### src/rtl/mem_ctrl_pkg.sv
// Shared definitions for the MEM-stage SRAM controller.
//  - state_t    : controller FSM encoding (IDLE/LOW/HIGH/DONE, 2 bits)
//  - op_t       : latched access type (OP_RD / OP_WR)
//  - BASE_ADDR_DEF : CPU byte address that maps to SRAM half-word 0
//  - word_index : CPU byte address -> 32-bit word index relative to the base
package mem_ctrl_pkg;

  typedef enum logic [1:0] {
    IDLE = 2'd0,
    LOW  = 2'd1,
    HIGH = 2'd2,
    DONE = 2'd3
  } state_t;

  typedef enum logic {
    OP_RD = 1'b0,
    OP_WR = 1'b1
  } op_t;

  localparam int unsigned BASE_ADDR_DEF = 1024;

  // Byte address bits [1:0] are dropped by the shift; the caller truncates
  // the result to the SRAM word-index width, so out-of-range addresses wrap.
  function automatic logic [31:0] word_index(input logic [31:0] addr,
                                             input logic [31:0] base);
    return (addr - base) >> 2;
  endfunction

endpackage

### src/rtl/mem_stage_sram_ctrl_wait_counter.sv
// wait_counter: 4-bit wait-state counter for one half-word phase.
// Ports:
//  clk   in   clock
//  rst   in   synchronous active-high reset (cnt -> 0)
//  clr   in   synchronous clear (priority over en)
//  en    in   count enable
//  cnt   out  current count
//  term  out  1 when cnt == WAIT_CYC (last cycle of the phase)
module wait_counter #(
  parameter int unsigned WAIT_CYC = 1
) (
  input  logic       clk,
  input  logic       rst,
  input  logic       clr,
  input  logic       en,
  output logic [3:0] cnt,
  output logic       term
);

  // NOTE: sequential state is always assigned with <= so every flop samples
  // the pre-edge values, independent of block evaluation order.
  always_ff @(posedge clk) begin
    if (rst) begin
      cnt <= 4'd0;
    end else if (clr) begin
      cnt <= 4'd0;
    end else if (en) begin
      cnt <= cnt + 4'd1;
    end
  end

  assign term = (cnt == 4'(WAIT_CYC));

endmodule

### src/rtl/mem_stage_sram_ctrl.sv
// mem_stage_sram_ctrl: sequences 32-bit MEM-stage loads/stores onto a 16-bit
// asynchronous SRAM as two half-word phases (LOW then HIGH), each lasting
// WAIT_CYC+1 cycles. ready=0 freezes the pipeline until the DONE cycle.
// Ports:
//  clk, rst              clock, synchronous active-high reset
//  rd_en, wr_en          load / store request from EXE/MEM (both = store)
//  address, wdata        CPU byte address and store data
//  rdata                 load data, valid in the DONE cycle of a load
//  ready                 1 = MEM stage may advance
//  sram_addr             SRAM half-word address
//  sram_dq_out/_oe/_in   SRAM data pad: write data, output enable, read data
//  sram_we_n             SRAM write strobe, active-low
module mem_stage_sram_ctrl
  import mem_ctrl_pkg::*;
#(
  parameter int unsigned WAIT_CYC  = 1,
  parameter int unsigned ADDR_W    = 18,
  parameter int unsigned BASE_ADDR = BASE_ADDR_DEF
) (
  input  logic              clk,
  input  logic              rst,
  input  logic              rd_en,
  input  logic              wr_en,
  input  logic [31:0]       address,
  input  logic [31:0]       wdata,
  output logic [31:0]       rdata,
  output logic              ready,
  output logic [ADDR_W-1:0] sram_addr,
  output logic [15:0]       sram_dq_out,
  output logic              sram_dq_oe,
  input  logic [15:0]       sram_dq_in,
  output logic              sram_we_n
);

  state_t            state_q, state_d;
  op_t               op_q;
  logic [ADDR_W-2:0] idx_q, idx_d;
  logic [31:0]       wdata_q;
  logic [3:0]        cnt;
  logic              term;
  logic              cnt_clr, cnt_en;
  logic              req;
  logic              in_phase;
  logic              is_wr;

  assign req   = rd_en | wr_en;
  assign idx_d = (ADDR_W-1)'(word_index(address, 32'(BASE_ADDR)));

  wait_counter #(.WAIT_CYC(WAIT_CYC)) u_wait_counter (
    .clk  (clk),
    .rst  (rst),
    .clr  (cnt_clr),
    .en   (cnt_en),
    .cnt  (cnt),
    .term (term)
  );

  // NOTE: every always_comb output gets a default first, so no path through
  // the case statement can leave a value unassigned and infer a latch.
  always_comb begin
    state_d = state_q;
    cnt_clr = 1'b1;
    cnt_en  = 1'b0;
    unique case (state_q)
      IDLE: if (req) state_d = LOW;
      LOW: begin
        cnt_clr = term;
        cnt_en  = ~term;
        if (term) state_d = HIGH;
      end
      HIGH: begin
        cnt_clr = term;
        cnt_en  = ~term;
        if (term) state_d = DONE;
      end
      DONE: state_d = IDLE;
      default: state_d = IDLE;
    endcase
  end

  always_ff @(posedge clk) begin
    if (rst) state_q <= IDLE;
    else     state_q <= state_d;
  end

  // NOTE: the latched request copy has no reset; every output it feeds is
  // gated by state, which is reset, so its power-up value is never visible.
  always_ff @(posedge clk) begin
    if (state_q == IDLE && req) begin
      op_q    <= wr_en ? OP_WR : OP_RD;
      idx_q   <= idx_d;
      wdata_q <= wdata;
    end
  end

  // Each half of rdata is captured on the last (hold) cycle of its phase and
  // then kept until the next load overwrites it.
  always_ff @(posedge clk) begin
    if (rst) begin
      rdata <= 32'd0;
    end else if (op_q == OP_RD && term) begin
      if (state_q == LOW)  rdata[15:0]  <= sram_dq_in;
      if (state_q == HIGH) rdata[31:16] <= sram_dq_in;
    end
  end

  // SRAM side is decoded only from registered state so the pads never see
  // glitches from the pipeline inputs.
  assign in_phase    = (state_q == LOW) || (state_q == HIGH);
  assign is_wr       = (op_q == OP_WR);
  assign sram_addr   = in_phase ? {idx_q, (state_q == HIGH)} : '0;
  assign sram_dq_oe  = in_phase && is_wr;
  assign sram_dq_out = !sram_dq_oe      ? 16'd0 :
                       (state_q == HIGH) ? wdata_q[31:16] : wdata_q[15:0];
  // The last cycle of a write phase keeps address/data valid with the strobe
  // released, giving the asynchronous SRAM its hold time.
  assign sram_we_n   = ~(sram_dq_oe && !term);

  assign ready = (state_q == IDLE && !req) || (state_q == DONE);

endmodule

### config.mk
export PLATFORM = sky130hd
export DESIGN_NAME = mem_stage_sram_ctrl
export DESIGN_NICKNAME = d
export VERILOG_FILES = /design/src/rtl/mem_ctrl_pkg.sv /design/src/rtl/mem_stage_sram_ctrl_wait_counter.sv /design/src/rtl/mem_stage_sram_ctrl.sv
export SDC_FILE = /design/constraint.sdc
export NUM_CORES = 1
export LEC_CHECK = 0
export BUFFER_PORTS_ARGS = -buffer_cell sky130_fd_sc_hd__buf_2
export CORE_MARGIN = 3
export CORE_UTILIZATION = 48
export CTS_CLUSTER_SIZE = 30
export DETAILED_ROUTE_END_ITERATION = 8
export PLACE_DENSITY = 0.86
export SETUP_SLACK_MARGIN = 0.02
export SLEW_MARGIN = 40
export SYNTH_ARGS = -nofsm -noshare
export SYNTH_HDL_FRONTEND = slang
export SYNTH_SLANG_ARGS = --single-unit
### constraint.sdc
create_clock -name clk -period 3.8 [get_ports clk]
set_input_delay 0.57 -clock clk [delete_from_list [all_inputs] [get_ports clk]]
set_output_delay 0.57 -clock clk [all_outputs]
set_load 0.05 [all_outputs]
==> results.py <==
metrics = {
    "synthesis": {
        "syn_nets": 376,
        "ys_ff_latch": 88,
        "async_reset_ff_frac": 0,
        "synth-seq-area-share": 0.617,
        "ys.warnings.count": 0,
        "synth_flop_cell": "edfxtp_1",
        "synth_edf_count": 50,
        "synth_top_area_frac": 0.409,
        "synth_area_um2": 3670,
        "synthCells": 285,
        "netlist_top_cells_area": "edfxtp_1 41%, dfxtp_1 21%, mux2i_1 13%",
        "synth_area_per_cell_um2": 12.9,
        "synth_cell_type_count": 29,
        "yosys.area.top_type": "edfxtp_1",
    },
    "place": {
        "place_ws_ns": 1.16,
        "port-buffer-count": 137,
        "dp_hpwl_mm": 5.65,
        "gpl.final_weighted_congestion": 0.742,
    },
    "min_path": {
        "hp-class": "in2reg",
    },
    "sta": {
        "fin_ws_ns": 0.816,
        "slew_headroom": 0.575,
        "holdWs_ns": 0.378,
        "finalSetupViolCount": 0,
        "post-route-period-util": 0.785,
        "timing.final.crit_period_ns": 2.98,
        "drv_slew": 0,
        "fin_worst_skew_ns": 0.0160,
        "rsz0062_at_grt": "false",
        "final-hold-violation-count": 0,
        "max_clock_freq_mhz": 335,
        "timing.setup.tns_ns": 0,
        "worst_pin_slew_ns": 0.636,
    },
    "setup_path": {
        "cpMaxStageDelayCell": "ha_1",
        "cp-end-kind": "output pin",
        "arrival_ns": 2.41,
        "path_max_fanout": 19,
        "cp_top_family": "simple AND/OR/NAND/NOR gates",
        "worst-path-buf-inv": 2,
        "cp-start-kind": "flip-flop",
        "slowest_delay_ns": 0.56,
        "path_cells": "inv_1, ha_1, nand2_1, nor2_1, buf_2",
        "path_class": "reg2out",
        "crit_required_ns": 3.23,
    },
    "route": {
        "ant_nets": 0,
        "viasPerCell": 4.79,
        "routed_wl_mm": 7.72,
        "drt-initial-drc-count": 76,
        "firstDrtPassIters": 4,
        "vias": 2513,
        "route.detailed.drc": 0,
        "wl_per_cell_um": 14.7,
    },
    "grt": {
        "grt_usage": 0.181,
        "antenna_found_initial": 0,
        "grt_pass1_wl_mm": 12.3,
        "grt_max_degree": 52,
        "grt-ovfl-total": 0,
        "grt_pass1_vias": 2580,
    },
    "clocking": {
        "cts_hold_buf": 0,
        "cts_num_sinks": 88,
        "clock_latency_ns": 0.36,
        "root_buffer": "clkbuf_8",
        "cts_setup_buffers": 0,
        "clockBufferDepth": 2,
        "cts_buffers": 9,
        "htree_levels": 3,
        "cts_tree": "yes",
        "cts_resized": 0,
        "clk_pin_slew_worst_paths_ns": 0.11,
    },
    "layout": {
        "fillers": 618,
        "layout.area.seq_um2": 2260,
        "areaGrowthSynthToFinish_pct": 25.9,
        "antenna_cells": 0,
        "drive_gt1_frac": 0.380,
        "fin_nets": 512,
        "multi_input_area_um2": 1310,
    },
    "power": {
        "p_int_uw": 1930,
        "powerDensity_nw_per_um2": 768,
        "combinationalPowerShare": 0.443,
        "switching_share": 0.455,
        "clock_power_share": 0.177,
        "leakage_uw": 0.00210,
        "seqPwrFrac": 0.380,
        "max-vdd-ir-drop_v": 0.000804,
        "p_sw_uw": 1610,
    },
    "floorplan": {
        "row_count": 31,
        "die_y_um": 93.4,
        "initial_utilization": 0.500,
        "dieArea_um2": 8720,
        "floorplan.die.width_um": 93.4,
        "ios": 153,
        "core-area_um2": 7330,
    },
    "flow_run": {
        "max_cap_viol_count": 0,
    },
    "status": {
        "status": "completed",
    },
}
==> routing by layer <==
| metal | global-route usage | vias up | wire (µm) |
|---|---|---|---|
| met4 | 0.0757 | 0 | 173 |
| met5 | 0 | - | 0 |
| met2 | 0.328 | 73 | 4140 |
| li1 | - | 1239 | - |
| met3 | 0.0491 | 15 | 405 |
| met1 | 0.197 | 1186 | 3000 |
==> power by group through the flow <==
stage / Sequential, µW / Clock (µW) / Combinational, µW
global route: 1370 / 689 / 1670
CTS: 1350 / 644 / 1590
finish: 1350 / 628 / 1570
floorplan: 1400 / 0 / 1180
detailed placement: 1370 / 0 / 1580
global placement: 1350 / 0 / 1550
==> cells in the mapped netlist (2+ instances only) <==
library cell  count
nor2_1           23
nand3_1           2
xnor2_1           5
nor3_1            2
dfxtp_1          38
and2_1           17
edfxtp_1         50
inv_1             7
nand2_1           5
a211oi_1          2
mux2i_1          49
xor2_1            4
buf_2             2
nand2b_1         50
ha_1              7
clkbuf_1          9
==> path summary, 6_finish.rpt <==
kind,startpoint,to,slack [ns],depth (start not counted)
setup reg to reg,state_q[0]$_SDFFE_PP0P_,rdata[30]$_SDFFE_PP0P_,1.68,4
hold reg to reg,rdata[8]$_SDFFE_PP0P_,rdata[8]$_SDFFE_PP0P_,0.47,2
setup / recovery,state_q[1]$_SDFFE_PP0P_,sram_dq_out[12],0.82,5
hold / removal,address[9],idx_q[7]$_DFFE_PP_,0.38,1
==> cell families after synthesis <==
kind of cell    after synthesis  synth area share
compound gates                4           0.00887
buf+inv                      21            0.0297
simple gates                107             0.165
fa+ha+maj                     7            0.0239
xor+xnor                      9            0.0215
mux                          49             0.134
flops                        88             0.617
==> cells in the final DEF, fill, tap and decap left out, types with 6 or more instances in the layout <==
master | Yosys | routed
and2_1 | 17 | 17
buf_2 | 2 | 137
clkbuf_8 | 0 | 9
dfxtp_1 | 38 | 38
edfxtp_1 | 50 | 50
ha_1 | 7 | 6
inv_1 | 7 | 7
mux2i_1 | 49 | 49
nand2b_1 | 50 | 50
nor2_1 | 23 | 23
==> sequential cells by signal (all words and copies together) (netlist names) <==
signal and count:
wdata_q 32, state_q 2, is_wr 1, idx_q 17, rdata 32, u_wait_counter.cnt 4
==> metrics by stage <==
step / instance area (µm²) / instances / total power [µW] / util
after floorplan: 3670 / 285 / 2580 / -
after global placement: 4420 / 509 / 2900 / 0.603
after detailed placement: 4420 / 509 / 2950 / 0.604
after CTS: 4620 / 525 / 3580 / 0.630
after global routing: 4620 / 525 / 3730 / 0.630
final: 4620 / 525 / 3550 / 0.630
==> area by class of cell <==
| class | instances | area share |
|---|---|---|
| flip-flops and latches | 88 | 0.490 |
| multi-input cells | 176 | 0.284 |
| repair buffers | 139 | 0.152 |
| clock buffers | 9 | 0.0268 |
| well taps | 99 | 0.0268 |
| clock inverters | 7 | 0.0146 |
| inverters | 7 | 0.00569 |
No activity file was read; power rests on OpenSTA's default activity.
